### config.mk
export PLATFORM = sky130hd
export DESIGN_NAME = rr_hold_arbiter
export DESIGN_NICKNAME = d
export VERILOG_FILES = /design/src/rtl/arb_pkg.sv /design/src/rtl/rr_pick.sv /design/src/rtl/rr_hold_arbiter.sv
export SDC_FILE = /design/constraint.sdc
export NUM_CORES = 1
export LEC_CHECK = 0
export CAP_MARGIN = 40
export CORE_MARGIN = 8
export CORE_UTILIZATION = 38
export DETAILED_ROUTE_END_ITERATION = 8
export SLEW_MARGIN = 30
export SYNTH_ARGS = -nofsm -noshare
export SYNTH_HDL_FRONTEND = slang
export SYNTH_SLANG_ARGS = --single-unit
### constraint.sdc
create_clock -name clk -period 5.4 [get_ports clk]
set_input_delay 0.81 -clock clk [delete_from_list [all_inputs] [get_ports clk]]
set_output_delay 0.81 -clock clk [all_outputs]
set_load 0.02 [all_outputs]
### src/rtl/arb_pkg.sv
// Shared types and width helpers for the round-robin hold arbiter.
package arb_pkg;

  typedef enum logic {
    IDLE    = 1'b0,
    GRANTED = 1'b1
  } arb_state_t;

  // Width of a counter/index able to hold value-1, never narrower than one bit.
  function automatic int clog2_min1(input int value);
    int w;
    w = $clog2(value);
    return (w < 1) ? 1 : w;
  endfunction

endpackage

### src/rtl/rr_pick.sv
// Combinational rotating-priority picker: scans i_start+1, i_start+2, ... and i_start last.
module rr_pick
  import arb_pkg::*;
#(
  parameter int N_REQ = 4,
  parameter int ID_W  = 2
) (
  input  logic [N_REQ-1:0] i_req,
  input  logic [ID_W-1:0]  i_start,
  input  logic             i_exclude_first,
  output logic             o_found,
  output logic [ID_W-1:0]  o_winner
);

  // w_idx[k] is the requester checked at priority position k (0 = highest).
  logic [ID_W-1:0] w_idx [N_REQ];

  always_comb begin
    for (int k = 0; k < N_REQ; k++) begin
      w_idx[k] = ID_W'((int'(i_start) + k + 1) % N_REQ);
    end
  end

  // Walk from lowest to highest priority so the highest-priority hit is written last.
  // i_exclude_first drops the pointer index itself (the current owner) from the scan.
  always_comb begin
    o_found  = 1'b0;
    o_winner = '0;
    for (int k = N_REQ - 1; k >= 0; k--) begin
      if (i_req[w_idx[k]] && !((k == N_REQ - 1) && i_exclude_first)) begin
        o_found  = 1'b1;
        o_winner = w_idx[k];
      end
    end
  end

endmodule

### src/rtl/rr_hold_arbiter.sv
// Registered round-robin arbiter: grant held while requested, revoked after MAX_HOLD cycles.
// Define ARB_SVA_EN to compile in embedded concurrent assertions.
module rr_hold_arbiter
  import arb_pkg::*;
#(
  parameter int N_REQ    = 4,
  parameter int MAX_HOLD = 4
) (
  input  logic                     clk,
  input  logic                     rst_n,
  input  logic [N_REQ-1:0]         req,
  output logic [N_REQ-1:0]         gnt,
  output logic                     gnt_valid,
  output logic [$clog2(N_REQ)-1:0] gnt_id,
  output logic                     preempt
);

  localparam int ID_W = clog2_min1(N_REQ);
  localparam int HC_W = clog2_min1(MAX_HOLD + 1);
  localparam logic [HC_W-1:0] HOLD_LIMIT = HC_W'(MAX_HOLD);
  localparam logic [ID_W-1:0] LAST_RST   = ID_W'(N_REQ - 1);

  if ((N_REQ < 2) || (N_REQ > 16)) begin : g_bad_n_req
    $error("rr_hold_arbiter: N_REQ must be in 2..16");
  end
  if (MAX_HOLD < 0) begin : g_bad_max_hold
    $error("rr_hold_arbiter: MAX_HOLD must be >= 0");
  end

  arb_state_t      r_state,   w_state_nx;
  logic [N_REQ-1:0] r_gnt,    w_gnt_nx;
  logic [ID_W-1:0] r_gnt_id,  w_gnt_id_nx;
  logic [ID_W-1:0] r_last_id, w_last_nx;
  logic [HC_W-1:0] r_hold_cnt, w_hold_nx;
  logic            r_preempt, w_preempt_nx;
  logic            r_gnt_valid;

  logic            w_owner_req;
  logic            w_hold_ok;
  logic            w_repick;
  logic            w_excl;
  logic            w_found;
  logic [ID_W-1:0] w_winner;

  // While granted, r_last_id is the current owner.
  assign w_owner_req = req[r_last_id];
  assign w_hold_ok   = (MAX_HOLD == 0) || (r_hold_cnt < HOLD_LIMIT);
  assign w_excl      = (r_state == GRANTED) && !w_owner_req;

  rr_pick #(
    .N_REQ (N_REQ),
    .ID_W  (ID_W)
  ) u_pick (
    .i_req           (req),
    .i_start         (r_last_id),
    .i_exclude_first (w_excl),
    .o_found         (w_found),
    .o_winner        (w_winner)
  );

  always_comb begin
    w_state_nx   = r_state;
    w_gnt_nx     = r_gnt;
    w_gnt_id_nx  = r_gnt_id;
    w_last_nx    = r_last_id;
    w_hold_nx    = r_hold_cnt;
    w_preempt_nx = 1'b0;
    w_repick     = 1'b0;

    case (r_state)
      IDLE: w_repick = 1'b1;
      GRANTED: begin
        if (w_owner_req && w_hold_ok) begin
          // Saturates only in the unlimited case; otherwise the limit stops it first.
          if (r_hold_cnt != '1) w_hold_nx = r_hold_cnt + 1'b1;
        end else begin
          w_preempt_nx = w_owner_req;
          w_repick     = 1'b1;
        end
      end
    endcase

    // A preempted owner remains a candidate, but in last position, so it can be re-granted.
    if (w_repick) begin
      if (w_found) begin
        w_state_nx           = GRANTED;
        w_gnt_nx             = '0;
        w_gnt_nx[w_winner]   = 1'b1;
        w_gnt_id_nx          = w_winner;
        w_last_nx            = w_winner;
        w_hold_nx            = HC_W'(1);
      end else begin
        w_state_nx  = IDLE;
        w_gnt_nx    = '0;
        w_gnt_id_nx = '0;
        w_hold_nx   = '0;
      end
    end
  end

  always_ff @(posedge clk or negedge rst_n) begin
    if (!rst_n) begin
      r_state     <= IDLE;
      r_gnt       <= '0;
      r_gnt_valid <= 1'b0;
      r_gnt_id    <= '0;
      r_last_id   <= LAST_RST;
      r_hold_cnt  <= '0;
      r_preempt   <= 1'b0;
    end else begin
      r_state     <= w_state_nx;
      r_gnt       <= w_gnt_nx;
      r_gnt_valid <= |w_gnt_nx;
      r_gnt_id    <= w_gnt_id_nx;
      r_last_id   <= w_last_nx;
      r_hold_cnt  <= w_hold_nx;
      r_preempt   <= w_preempt_nx;
    end
  end

  assign gnt       = r_gnt;
  assign gnt_valid = r_gnt_valid;
  assign gnt_id    = r_gnt_id;
  assign preempt   = r_preempt;

`ifdef ARB_SVA_EN
  localparam int WAIT_BOUND = (N_REQ - 1) * MAX_HOLD + 1;

  a_onehot: assert property (@(posedge clk) disable iff (!rst_n) $onehot0(gnt));
  a_valid: assert property (@(posedge clk) disable iff (!rst_n) gnt_valid == (|gnt));
  a_preempt: assert property (@(posedge clk) disable iff (!rst_n)
    preempt |-> ($past(r_hold_cnt) == HOLD_LIMIT));

  for (genvar gi = 0; gi < N_REQ; gi++) begin : g_req_sva
    a_gnt_req: assert property (@(posedge clk) disable iff (!rst_n)
      gnt[gi] |-> $past(req[gi]));
  end

  // Bounded wait: count consecutive sampled cycles a request waits ungranted.
  if (MAX_HOLD > 0) begin : g_wait_sva
    for (genvar gi = 0; gi < N_REQ; gi++) begin : g_req
      int r_wait;
      always_ff @(posedge clk or negedge rst_n) begin
        if (!rst_n)                  r_wait <= 0;
        else if (req[gi] && !gnt[gi]) r_wait <= r_wait + 1;
        else                         r_wait <= 0;
      end
      a_wait: assert property (@(posedge clk) disable iff (!rst_n) r_wait <= WAIT_BOUND);
    end
  end
`endif

endmodule

Word-level counts from Yosys, hierarchy flattened
Cells that the tools add are included.
{ "totals": {"reg_bits": 14, "output_inout_bits": 8, "wordCells": 69} }
{ "classes": {"addsub": 7, "n_lt_le_gt_ge": 8, "n_eq_ne": 1, "muxes": 33, "bitwise_logic": 1, "n_reduce_logical": 12} }
{ "op_table": {"columns": ["cell", "n"], "rows": [
  ["$lt 2x3->1 const B", 6],
  ["$mux 1", 15],
  ["$mux 3", 4],
  ["$add 2x2->2 const B", 5],
  ["$bmux 1 s2", 5],
  ["$mux 2", 5],
  ["$mux 4", 2],
  ["$reduce_bool 2->1", 3],
  ["$logic_and 1x1->1", 4],
  ["$reduce_or 4->1", 1],
  ["$add 3x1->3 const B", 1],
  ["$lt 3x3->1 const B", 1],
  ["$ne 3x3->1 const B", 1],
  ["$reduce_and 3->1", 1],
  ["$add 2x1->2 const B", 1],
  ["$demux 1 s2", 1],
  ["$ge 2x1->1 const B", 1],
  ["$logic_not 1->1", 2],
  ["$pmux 1 s2", 1],
  ["$reduce_and 2->1", 1],
  ["$not 1->1", 1]
]} }

Longest topological paths before layout
Gate-level depths: netlist of the first run.
{ "depth": {"ltp_word": 17, "mapped_depth": 6, "depth_no_buf": 4} }

By module
A second synthesis of the first run with hierarchy kept.
{ "hier_totals": {"cells_unflattened": 85, "area_unflattened_um2": 962.2} }
{ "modules_own_cells": {"columns": ["module", "instances", "cells_per_inst", "area_per_inst_um2", "seq_area_each_um2"], "rows": [
  ["rr_hold_arbiter", 1, 54, 724.4, 352.8],
  ["rr_pick", 1, 31, 237.7, 0.0]
]} }

Worst setup path after synthesis of the first run
Ideal clock, no wire load.
{ "synth_path": {"kind": "input-to-reg", "from": "input req[3]", "to": "register r_gnt[1] (netlist: gnt[1])", "setup_ns": 0.103, "arrival_time_ns": 1.895, "required_ns": 5.297, "setup_slack_ns": 3.401, "cell_stages": 4, "n_path_buf": 1, "path_cell_list": "mux4_2 and3b_1 buf_6 o41ai_2"} }
{ "synth_via": {"elab_chain_cells": 16} }
{ "synth_lines": {"columns": ["element", "line_no", "rtl"], "rows": [
  ["start: declaration", "rr_hold_arbiter.sv:11", "input logic [N_REQ-1:0] req,"],
  ["$bmux 1 s2", "rr_hold_arbiter.sv:46", "assign w_owner_req = req[r_last_id];"],
  ["$mux 1 (implied by the code)", "rr_hold_arbiter.sv:46", null],
  ["$logic_not 1->1", "rr_hold_arbiter.sv:48", "assign w_excl = (r_state == GRANTED) && !w_owner_req;"],
  ["$logic_and 1x1->1", "rr_hold_arbiter.sv:48", null],
  ["$logic_not 1->1", "rr_pick.sv:30", "if (i_req[w_idx[k]] && !((k == N_REQ - 1) && i_exclude_first)) begin"],
  ["$logic_and 1x1->1", "rr_pick.sv:30", null],
  ["$mux 2 (4 in a row)", "rr_pick.sv:30", null],
  ["$lt 2x3->1 (implied by the code) / $ge 2x1->1 (equally long branches)", "rr_hold_arbiter.sv:88", "w_gnt_nx[w_winner] = 1'b1;"],
  ["$logic_and 1x1->1 (implied by the code)", "rr_hold_arbiter.sv:88", null],
  ["$mux 1 (implied by the code)", "rr_hold_arbiter.sv:88", null],
  ["$demux 1 s2", "rr_hold_arbiter.sv:88", null],
  ["$mux 4", "rr_hold_arbiter.sv:85", "if (w_found) begin"],
  ["$mux 4 *", "rr_hold_arbiter.sv:84", "if (w_repick) begin"],
  ["net w_gnt_nx[1]", "rr_hold_arbiter.sv:31", "logic [N_REQ-1:0] r_gnt, w_gnt_nx;"],
  ["end signal: assignment", "rr_hold_arbiter.sv:112", "r_gnt <= w_gnt_nx;"],
  ["end: declaration", "rr_hold_arbiter.sv:31", null]
]} }
Mark *: on every way through the listed nets, which the timed path passes. The rest lies on a longest branch. The select of a mux whose other input is x is not followed.
A chain may end at the register's enable or synchronous reset.

Worst setup path after layout of the first run
{ "layout_path": {"from": "input req[3]", "to": "register r_gnt[0] (netlist: gnt[0])"} }
Same word-level chain as after synthesis.

==> results of run 1 <==
[kinds of logic after synthesis]
family,synth area share [%]
buf+inv,3.28
xor+xnor,1.28
flops,51.5
compound gates,19.5
simple gates,14.6
mux,6.20
fa+ha+maj,3.65
[area by class of cell]
type | count | share of cell area [%]
multi-input combinational | 43 | 35.7
clock buffer | 4 | 4.18
timing repair buffer | 13 | 15.0
tap | 25 | 3.60
sequential | 14 | 40.6
inverter | 2 | 0.865
[cells in the final DEF, fill, tap and decap left out, types with 2 or more instances in the layout]
cell             instances
clkbuf_4                 3
o21ai_0                  4
ha_1                     2
nand2_1                  8
nor2_1                   2
a22o_1                   2
mux2i_1                  2
dfrtp_1                 12
clkdlybuf4s50_1         13
dfstp_2                  2
nor3b_1                  2
nor4_1                   2
inv_1                    2
a21oi_1                  4
o31ai_1                  2
[layer usage]
metal,wire length [um],vias up,track usage (%)
met5,0,-,0
met2,657,19,13.5
met1,643,251,11.0
met3,104,2,2.39
li1,-,258,-
met4,27,0,7.34
[through the flow]
step	setup WS (ps)	hold slack (ps)
2_1_floorplan	3400	492
3_3_place_gp	2830	480
3_5_place_dp	2790	472
4_1_cts	3070	492
5_1_grt	3030	533
6_report	3040	489
[power by group]
part	switching [mW]	leakage (nW)	internal, mW
Sequential	0.0358	0.167	0.154
Clock	0.0339	0.0210	0.0410
Combinational	0.127	0.175	0.115
[state kept, by name (all words and copies together) (netlist names)]
register	flops
gnt	4
gnt_id	2
r_state	1
preempt	1
r_hold_cnt	3
gnt_valid	1
r_last_id	2
[worst max path at each step]
stage                                   to  slack, ps  depth (start not counted)
after floorplan           gnt[1]$_DFF_PN0_       3400                          4
after global placement    gnt[0]$_DFF_PN0_       2830                          4
final                     gnt[0]$_DFF_PN0_       3040                          4
after global routing      gnt[0]$_DFF_PN0_       3030                          4
after CTS                 gnt[0]$_DFF_PN0_       3070                          4
after detailed placement  gnt[0]$_DFF_PN0_       2790                          4
[worst max-delay path, cell delays in order]
cell and delay, ps:
clkdlybuf4s50_1 520, mux4_2 530, and3b_1 290, o41ai_1 390
==> flow_summary_export.csv, run 1 <==
group,metric,value,unit
setup_path,path_max_fanout,11,
final_layout,fillers,152,
logic_synthesis,netlist_instances,61,
setup_path,setup.worst_path.start_class,"input pin",
hold_path,hold_class,"reg -> reg",
die,die_h,58.5,um
setup_path,ff2ff_setup_slack,3480,ps
logic_synthesis,synth_edf_count,0,
global_routing,grt_overflow,0,
drt,drt-total-wl,1.43,mm
die,coreArea,1710,um2
final_layout,syn2layout_area_growth,26.6,%
logic_synthesis,ys_types,28,
die,ios,14,
logic_synthesis,synth_area_per_cell,11.2,um2
logic_synthesis,syn_nets,69,
clocking,worstSkewPairLatency,280,ps
setup_path,r2r_start,"r_last_id[0]$_DFFE_PN1P_",
clocking,cts-hold-fix-buffers,0,
logic_synthesis,yosys.area.top_type,"dfrtp_1",
power,p_total,0.506,mW
final_layout,design_area,868,um2
die,num_rows,15,
drt,routed-via-count,530,
timing,period_share,43.8,%
flow_run,max-cap-violations,0,
clocking,cts.sinks,14,
drt,firstDrtPassIters,4,
drt,postRouteAntennaNets,0,
drt,drc_errors,0,
die,die_w,58.5,um
clocking,cts.path.max_buffers,2,
global_routing,grt_use_total,9.19,%
hold_path,hp-start,"gnt_id[1]$_DFFE_PN0N_",
logic_synthesis,synth.most_common_cell,"dfrtp_1",
timing,clock_skew,5.34,ps
global_routing,first_global_vias,507,
clocking,cts_buffers,3,
global_routing,antenna_found_initial,0,
setup_path,crit_start,"req[3]",
clocking,cts_root_buf,"clkbuf_4",
timing,hold_viol_final,0,
final_layout,fin_util,50.8,%
placement,dpl_cell_area,832,um2
die,start_util,40.1,%
timing,fin_crit,2360,ps
logic_synthesis,synth_top_area_share,43.8,%
drt,viasPerCell,5.25,
placement,dp.cells,97,
timing,rsz0062_at_grt,"false",
power,p_per_area,583,nW/um2
setup_path,reg2regPathDepth,3,
hold_path,hold_depth,2,
setup_path,path_class,"in -> reg",
logic_synthesis,yosysWarnings,0,
timing,max_slew_margin,52.9,%
power,p_leak,0.363,nW
setup_path,arrival,2530,ps
logic_synthesis,synth_commonest_cells,"12 x dfrtp_1, 8 x nand2_1, 4 x a21oi_1, 4 x o21ai_0",
status,run_status,"finished, final reports clean",
setup_path,end_kind,"flop",
clocking,cts_max_level,1,
logic_synthesis,ys_async_sr_fraction,100,%
placement,port_buffers,13,
clocking,postCtsResizedCells,0,
placement,gp_congestion,0.888,
logic_synthesis,ys_seq_area_share,51.5,%
final_layout,seq_area,353,um2
timing,tns,0,ps
drt,wl_per_cell,14.2,um
final_layout,diodes,0,
die,die_area,3420,um2
power,ir_drop,0.000251,V
timing,worst_pin_slew,700,ps
final_layout,fin_nets,85,
final_layout,instances_no_fill,101,
timing,setup_viol,0,
timing,fmax,423,MHz
drt,drt-initial-drc-count,11,
setup_path,required,5570,ps
placement,post-dp-hpwl,1.05,mm
global_routing,grt_max_degree,15,
clocking,clk_pin_slew,90,ps
logic_synthesis,synthTopCellsByArea,"dfrtp_1 44%, dfstp_2 7.7%, nand2_1 4.4%, ha_1 3.6%, mux4_2 3.3%",
global_routing,grt_pass1_wl,2.42,mm
hold_path,whs_endpoint,"gnt_id[1]$_DFFE_PN0N_",
logic_synthesis,syn-cell-area,686,um2
setup_path,rr_endpoint,"gnt[0]$_DFF_PN0_",
clocking,postCtsSetupBuffers,0,
clocking,cts_tree,"done",
logic_synthesis,yosys_register_bits,14,
logic_synthesis,yosys_most_used_dff,"dfrtp_1",
final_layout,layout-drive-gt1-share,11.8,%
final_layout,multi_input_area,310,um2
timing,slew_violations,0,
Note: power is estimated with default switching activity, not from simulation.
==> inputs of run 2 (changes only) <==
clock period = 2 ns   (was 5.4 ns; I/O delays follow)
==> flow_summary_export.csv, run 2 (same netlist as run 1, synthesis figures left out) <==
group,metric,value,unit
timing,max_slew_margin,59.0,%
die,num_rows,15,
timing,rsz0062_at_grt,"false",
power,power.internal,0.902,mW
timing,setup_viol,0,
final_layout,layout_common_cells,"13 x clkdlybuf4s50_1, 12 x dfrtp_1, 9 x buf_4, 8 x nand2_1",
power,switching_share,37.7,%
setup_path,cp_num_buf_inv,0,
setup_path,cpLargestDelayFamily,"flip-flops",
power,p_leak,0.406,nW
global_routing,antenna_found_initial,0,
power,power_frac_seq,35.8,%
power,p_switching,0.545,mW
die,start_util,40.1,%
power,p_clk_share,13.9,%
setup_path,path_max_fanout,8,
drt,routed-via-count,555,
setup_path,end_kind,"flop",
power,p_per_area,1550,nW/um2
clocking,cts_buffers,3,
status,run_status,"finished, final reports clean",
timing,tns,0,ps
timing,fmax,539,MHz
placement,dp.cells,106,
drt,drc_errors,0,
drt,drt-initial-drc-count,13,
setup_path,path_class,"reg -> reg",
timing,period_share,92.8,%
final_layout,layout-drive-gt1-share,21.2,%
power,power_frac_comb,50.3,%
timing,worst_pin_slew,613,ps
drt,viasPerCell,5.05,
placement,dpl_cell_area,900,um2
final_layout,largest_reg_flops,4,
setup_path,required,2170,ps
timing,clock_skew,3.89,ps
clocking,postCtsResizedCells,0,
final_layout,fillers,152,
flow_run,max-cap-violations,0,
clocking,cts.path.max_buffers,2,
die,die_w,58.5,um
final_layout,syn2layout_area_growth,36.5,%
global_routing,grt_max_degree,15,
final_layout,fin_nets,94,
placement,port_buffers,13,
timing,hold_viol_final,0,
global_routing,grt_use_total,9.74,%
setup_path,arrival,2030,ps
die,die_area,3420,um2
clocking,postCtsSetupBuffers,0,
drt,drt-total-wl,1.47,mm
final_layout,instances_no_fill,110,
drt,wl_per_cell,13.4,um
die,coreArea,1710,um2
setup_path,setup.worst_path.start_class,"flop",
setup_path,cp_cell_sequence,"mux4_2 > and3b_1 > o41ai_1",
power,ir_drop,0.000775,V
global_routing,grt_overflow,0,
global_routing,grt_pass1_wl,2.50,mm
clocking,cts.sinks,14,
timing,slew_violations,0,
clocking,clk_pin_slew,80,ps
global_routing,first_global_vias,552,
drt,postRouteAntennaNets,0,
power,p_total,1.45,mW
timing,fin_crit,1860,ps
clocking,cts_tree,"done",
placement,gp_congestion,0.800,
placement,post-dp-hpwl,1.15,mm
clocking,worstSkewPairLatency,280,ps
die,die_h,58.5,um
setup_path,worst_path_largest_cell_delay,610,ps
final_layout,design_area,936,um2
clocking,cts_max_level,1,
die,ios,14,
clocking,cts_root_buf,"clkbuf_4",
final_layout,final_common_cell,"clkdlybuf4s50_1",
final_layout,diodes,0,
hold_path,hold_class,"in -> async",
setup_path,slowest_stage,"dfstp_2",
clocking,cts-hold-fix-buffers,0,
drt,firstDrtPassIters,4,
==> run 2: cell types whose count changed in the layout (fill, tap and decap cells not counted) <==
cell   before  now
buf_4       0    9
==> run 2: power groups by stage <==
| stage | Combinational [mW] | Sequential, mW | Clock (mW) |
|---|---|---|---|
| after detailed placement | 0.733 | 0.525 | 0 |
| after global routing | 0.801 | 0.536 | 0.226 |
| final | 0.728 | 0.519 | 0.201 |
| after global placement | 0.720 | 0.523 | 0 |
| after floorplan | 0.411 | 0.562 | 0 |
| after CTS | 0.737 | 0.520 | 0.214 |
==> run 2: area by class of cell <==
| type | count | area, um2 | area share, % |
|---|---|---|---|
| clock buffer | 4 | 36.3 | 3.88 |
| inverter | 2 | 7.51 | 0.802 |
| multi-input combinational | 43 | 310 | 33.2 |
| sequential | 14 | 353 | 37.7 |
| tap | 25 | 31.3 | 3.34 |
| timing repair buffer | 22 | 198 | 21.1 |
==> run 2: stage by stage <==
step / setup slack [ps] / hold WS (ps) / util (%)
after global placement: 76.3 / 463 / 52.7
after floorplan: 187 / 4.41 / -
final: 144 / 398 / 54.8
after global routing: 20.7 / 439 / 54.8
after detailed placement: 59.1 / 468 / 52.7
after CTS: 118 / 416 / 54.8
==> run 2: worst paths after layout <==
check / from / endpoint / slack, ps / cells after the start
worst min register to register: gnt_id[1]$_DFFE_PN0N_ / gnt_id[1]$_DFFE_PN0N_ / 480 / 2
worst max-delay path: r_last_id[0]$_DFFE_PN1P_ / gnt[0]$_DFF_PN0_ / 140 / 3
worst min-delay path: rst_n / preempt$_DFF_PN0_ / 400 / 1
max in group asynchronous: rst_n / gnt[3]$_DFF_PN0_ / 1200 / 1
worst max register to register: r_last_id[0]$_DFFE_PN1P_ / gnt[0]$_DFF_PN0_ / 140 / 3
min in group clk: gnt_id[1]$_DFFE_PN0N_ / gnt_id[1]$_DFFE_PN0N_ / 480 / 2
==> run 2: layer usage <==
metal	global-route usage, %	part of all wire [%]	vias to the layer above	routed length [um]
li1	-	-	277	-
met1	11.2	46	258	670
met2	14.2	44	15	648
met3	3.26	6.9	5	102
met4	8.39	3.3	0	48
met5	0	0	-	0
